===== src/rtl/corr_candidate_loader_pkg.sv =====
// Shared definitions for the candidate loader and the 16-way correlator.
package corr_candidate_loader_pkg;

    localparam int WIDTH    = 32;
    localparam int NUM_CAND = 16;
    localparam int IDX_W    = 4;
    localparam int CNT_W    = 5;

    // Word count at which the incoming word is the target rather than a candidate
    localparam logic [CNT_W-1:0] TARGET_COUNT = 5'd16;

    typedef enum logic [1:0] {
        ST_LOAD   = 2'd0,
        ST_SETTLE = 2'd1,
        ST_HOLD   = 2'd2
    } state_t;

endpackage


===== src/rtl/corr_candidate_loader.sv =====
// Serial loader that fills the correlator's candidate bank and target,
// waits for the registered best-match index and holds it until acknowledged.
// SETTLE must be at least 2 because the correlator registers its output.
module corr_candidate_loader
    import corr_candidate_loader_pkg::*;
#(
    parameter int SETTLE = 2
)
(
    input  logic                      Clock,
    input  logic                      Reset,
    input  logic                      Clear,
    input  logic [WIDTH-1:0]          In_Data,
    input  logic                      In_Valid,
    output logic                      In_Ready,
    output logic [NUM_CAND*WIDTH-1:0] Cand_Flat,
    output logic [WIDTH-1:0]          Target_Num,
    output logic                      Bank_Valid,
    input  logic [IDX_W-1:0]          Corr_Index,
    output logic [IDX_W-1:0]          Result_Index,
    output logic                      Result_Valid,
    input  logic                      Result_Ack
);

    localparam int SET_W = $clog2(SETTLE) + 1;
    localparam logic [SET_W-1:0] SETTLE_LAST = SET_W'(SETTLE - 1);

    state_t                      state_q, state_d;
    logic [CNT_W-1:0]            count_q, count_d;
    logic [SET_W-1:0]            settle_cnt_q, settle_cnt_d;
    logic [NUM_CAND*WIDTH-1:0]   cand_q, cand_d;
    logic [WIDTH-1:0]            target_q, target_d;
    logic                        bank_valid_q, bank_valid_d;
    logic [IDX_W-1:0]            result_index_q, result_index_d;
    logic                        result_valid_q, result_valid_d;
    logic                        in_ready;
    logic                        accept;
    logic [NUM_CAND-1:0]         slot_we;

    // Next-state, counters, decoded slot writes and result capture
    always_comb begin
        state_d        = state_q;
        count_d        = count_q;
        settle_cnt_d   = settle_cnt_q;
        cand_d         = cand_q;
        target_d       = target_q;
        bank_valid_d   = bank_valid_q;
        result_index_d = result_index_q;
        result_valid_d = result_valid_q;
        in_ready       = (state_q == ST_LOAD);
        accept         = in_ready && In_Valid && !Clear;
        slot_we        = '0;

        for (int k = 0; k < NUM_CAND; k++) begin
            slot_we[k] = accept && (count_q == CNT_W'(k));
            if (slot_we[k]) begin
                cand_d[WIDTH*k +: WIDTH] = In_Data;
            end
        end

        if (Clear) begin
            state_d        = ST_LOAD;
            count_d        = '0;
            settle_cnt_d   = '0;
            bank_valid_d   = 1'b0;
            result_valid_d = 1'b0;
        end else begin
            case (state_q)
                ST_LOAD: begin
                    if (accept) begin
                        if (count_q == TARGET_COUNT) begin
                            target_d     = In_Data;
                            bank_valid_d = 1'b1;
                            settle_cnt_d = '0;
                            state_d      = ST_SETTLE;
                        end else begin
                            count_d = count_q + 1'b1;
                        end
                    end
                end
                ST_SETTLE: begin
                    if (settle_cnt_q == SETTLE_LAST) begin
                        result_index_d = Corr_Index;
                        result_valid_d = 1'b1;
                        state_d        = ST_HOLD;
                    end else begin
                        settle_cnt_d = settle_cnt_q + 1'b1;
                    end
                end
                ST_HOLD: begin
                    if (Result_Ack) begin
                        state_d        = ST_LOAD;
                        count_d        = '0;
                        bank_valid_d   = 1'b0;
                        result_valid_d = 1'b0;
                    end
                end
                default: begin
                    state_d = ST_LOAD;
                    count_d = '0;
                end
            endcase
        end
    end

    // State and datapath registers with asynchronous reset
    always_ff @(posedge Clock or posedge Reset) begin
        if (Reset) begin
            state_q        <= ST_LOAD;
            count_q        <= '0;
            settle_cnt_q   <= '0;
            cand_q         <= '0;
            target_q       <= '0;
            bank_valid_q   <= 1'b0;
            result_index_q <= '0;
            result_valid_q <= 1'b0;
        end else begin
            state_q        <= state_d;
            count_q        <= count_d;
            settle_cnt_q   <= settle_cnt_d;
            cand_q         <= cand_d;
            target_q       <= target_d;
            bank_valid_q   <= bank_valid_d;
            result_index_q <= result_index_d;
            result_valid_q <= result_valid_d;
        end
    end

    assign In_Ready     = in_ready;
    assign Cand_Flat    = cand_q;
    assign Target_Num   = target_q;
    assign Bank_Valid   = bank_valid_q;
    assign Result_Index = result_index_q;
    assign Result_Valid = result_valid_q;

endmodule


===== config.mk =====
export PLATFORM = sky130hd
export DESIGN_NAME = corr_candidate_loader
export DESIGN_NICKNAME = d
export VERILOG_FILES = /design/src/rtl/corr_candidate_loader_pkg.sv /design/src/rtl/corr_candidate_loader.sv
export SDC_FILE = /design/constraint.sdc
export NUM_CORES = 1
export LEC_CHECK = 0
export CORE_ASPECT_RATIO = 0.6
export CORE_MARGIN = 4
export CORE_UTILIZATION = 37
export CTS_BUF_LIST = sky130_fd_sc_hd__clkbuf_4
export CTS_CLUSTER_DIAMETER = 120
export DETAILED_ROUTE_END_ITERATION = 10
export HOLD_SLACK_MARGIN = 0.08
export SYNTH_ARGS = -nofsm -noshare
export SYNTH_HDL_FRONTEND = slang
export SYNTH_SLANG_ARGS = --single-unit
export TNS_END_PERCENT = 10

===== constraint.sdc =====
create_clock -name Clock -period 35.2 [get_ports Clock]
set_input_delay 10.56 -clock Clock [delete_from_list [all_inputs] [get_ports Clock]]
set_output_delay 10.56 -clock Clock [all_outputs]
set_load 0.01 [all_outputs]

==> results.md <==
- Status: complete, no violations
- RSZ-0062 raised after global routing: false
- Post-DRT Antenna Nets: 0
- Number of max-cap violations: 0
- Setup_tns: 0 ps
- Chip Width: around 320 um
- CTS tree: built
- Unique masters post-synth: 38
- Initial core utilization: 37.7%
- Pin count of the biggest net entering global routing: between 100 and 150
- Dominant synthesized flop cell: dfrtp_1
- Top post-synthesis cells by area: dfrtp_1 (66%), mux2_2 (28%), mux2_1 (1.5%)
- Max-slew violation count: 0
- # nets final: a little under 2000
- Tcrit/Tclk final: 38.2%
- CP required: ~36000 ps
- VDD IR max: 0.0000332 V
- GR Util met1: 28.9%
- Synth Register Bits: approximately 560
- Count leader, synth: dfrtp_1
- Critical path class: in2async
- Die Span Y: between 150 and 200 um
- Initial antenna violation count: 7
- Tot GR Track Use: between 20% and 30%
- Die area: 61400 sq um
- CP max stage delay: about 850 ps
- Post-CTS Setup Bufs: 0
- WL per Instance: 24.2 um
- Port Buf Inserts: 591
- Post-DP Area: roughly 28000 sq um
- Critical path buffers and inverters: 5
- Sequential share of the synthesized area: 65.9%
- Drt first pass iters: 4
- Via-to-Cell Ratio: just under 5
- CTS Hold Buffers Added: 0
- Num rows: between 60 and 70
- DR vias: approximately 14000
- Final wirelength: 67300 um
- Utilization of the core after routing: a little over half
- Syn Std Cell Area: ~21000 sq um
- Post_cts resized: 0
- Endpoints failing hold: 0
- Sink Count: 559
- Layer with the highest usage: met2
- Core Area: 56300 sq um
- Min Tclk post-route: 13450 ps
- Crit end category: async pin
- Synth Warn #: 0
- Clock Skew: approximately 28 ps
- Non-Filler Instances: between 2000 and 3000
- Final setup fails: 0
- PnR worst setup slack: ~22000 ps
- Critical Path AT: approximately 14000 ps
- Placed Cells incl. Taps: between 2000 and 3000
- Fmax: about 74 MHz
- First-pass GRT wire length: 99700 um
- Power Dens Cells: around 58 nW/um^2
- Number of synthesized flops with an enable pin: 0
- Async S/R FF share, synth: between 90% and 100%
- Clock Tree Root: clkbuf_4
- Met3 GRT Util: roughly 7.6%
- Final HPWL DP: between 40000 and 50000 um
- CTS buffer count: about 140
- Cell Chain, Critical Path: clkdlybuf4s50_1 -> inv_8 -> buf_4 -> buf_4 -> buf_4
- Gpl congestion: ~0.80
- Cell at the slowest stage of the critical path: buf_4
- Clock tree buffer depth: 3
- Synth-to-Final Area Change: 38.3%
- Nature of the critical path startpoint: input port
- Yosys top cell by area: dfrtp_1
- DP Worst Slack: just over 20000 ps
- Relative slew slack: approximately 20%
- Total gr overflow: 0
- DRT iter0 DRCs: just under 700
- Worst-path fanout max: 134
- Mapped Nets: around 1300
- Mapped Cells: around 1300
- Num ports: slightly below 600
- Synth top area share: ~66%
- GR Layer Usage met2: between 30% and 40%
- DRC: 0
- Hold crit path type: reg2reg
- Clk pin slew, worst setup/hold paths: approximately 60 ps
- Leakage: 14.0 nW
- Worst-margin pin slew: around 1200 ps
- Avg Cell Area, Syn: around 16 sq um
- H-tree Lvls: 4
- Vias in the first global route: ~15000
- Clock latency on the worst-skew pair: 850 ps
- Crit-path leading delay family: buffers and inverters
- Commonest cells in the netlist: dfrtp_1 (559), mux2_2 (519), buf_2 (45)
- Critical Path Most Common Cell: buf_4
- Post-route cell area: between 20000 and 30000 sq um
- Ratio of cells with drive above 1 in the final layout: between 30 and 40%
routing by layer:
metal | vias up | wire [um] | share of wire [%]
met5 | - | 27 | 0.040
met4 | 4 | 1800 | 2.7
met3 | 102 | 4590 | 6.8
met2 | 402 | 31600 | 47
met1 | 7137 | 29200 | 43
li1 | 5928 | - | -
where the power goes:
part           switching [mW]  internal [mW]
combinational           0.173          0.229
sequential             0.0496          0.735
clock                   0.257          0.253
cells in the final DEF (no fill, tap or decap), drive strengths merged:
cell / n
o31a: 1
a221o: 2
dfrtp: 559
inv: 15
clkdlybuf4s50: 591
nor4b: 2
a2bb2oi: 1
a211oi: 3
nor4: 1
o31ai: 1
nand2b: 3
diode: 9
nand2: 6
clkinv: 24
a211o: 2
nand4bb: 1
and4: 3
a31oi: 2
clkinvlp: 1
mux2: 548
nand4: 1
a21oi: 4
or3: 1
a221oi: 2
and2b: 1
nor2: 4
buf: 9
nor3: 5
clkbuf: 189
bufinv: 1
and3: 4
o21a: 1
nor2b: 5
ha: 6
o211ai: 2
and4bb: 1
or3b: 1
nand3: 13
cells by family after synthesis:
kind of cell    count (synthesis)  synth area share [%]
flops                         559                  65.9
mux                           548                  29.1
buf+inv                       103                  2.22
simple gates                   52                  1.70
compound gates                 21                 0.743
fa+ha+maj                       6                 0.354
final timing paths:
path                       slack [ps]  cells after the start                        from                          to
max in group Clock              21910                      4                       Clear   Cand_Flat[49]$_DFFE_PP0P_
min in group asynchronous       10320                      2                       Reset  Cand_Flat[301]$_DFFE_PP0P_
max                             21750                      5                       Reset   Cand_Flat[13]$_DFFE_PP0P_
min                               490                      1  Cand_Flat[385]$_DFFE_PP0P_  Cand_Flat[385]$_DFFE_PP0P_
min reg2reg                       490                      1  Cand_Flat[385]$_DFFE_PP0P_  Cand_Flat[385]$_DFFE_PP0P_
max reg2reg                     31660                      3      state_q[1]$_DFFE_PP0P_   Cand_Flat[49]$_DFFE_PP0P_
flip-flops by register name (all words and copies together) (netlist names):
| register | count |
|---|---|
| Cand_Flat | 512 |
| Target_Num | 32 |
| count_q | 5 |
| Result_Index | 4 |
| settle_cnt_q | 2 |
| state_q | 2 |
| Bank_Valid | 1 |
| Result_Valid | 1 |
area by class of cell:
class                   instances  area (sq um)
well taps                     759           950
multi-input cells             627          6790
fillers                      4846         26900
inverters                       9          41.3
clock buffers                 189          1420
diodes                          9          22.5
clock inverters                32           151
repair buffers                600          5980
flip-flops and latches        559         14000
metrics by stage:
step	hold WS (ps)	total power, mW
after floorplan	529	0.944
after global placement	472	1.20
after detailed placement	480	1.20
after CTS	491	1.72
after global routing	503	1.79
final	488	1.70
(Power assumes the default switching activity.)
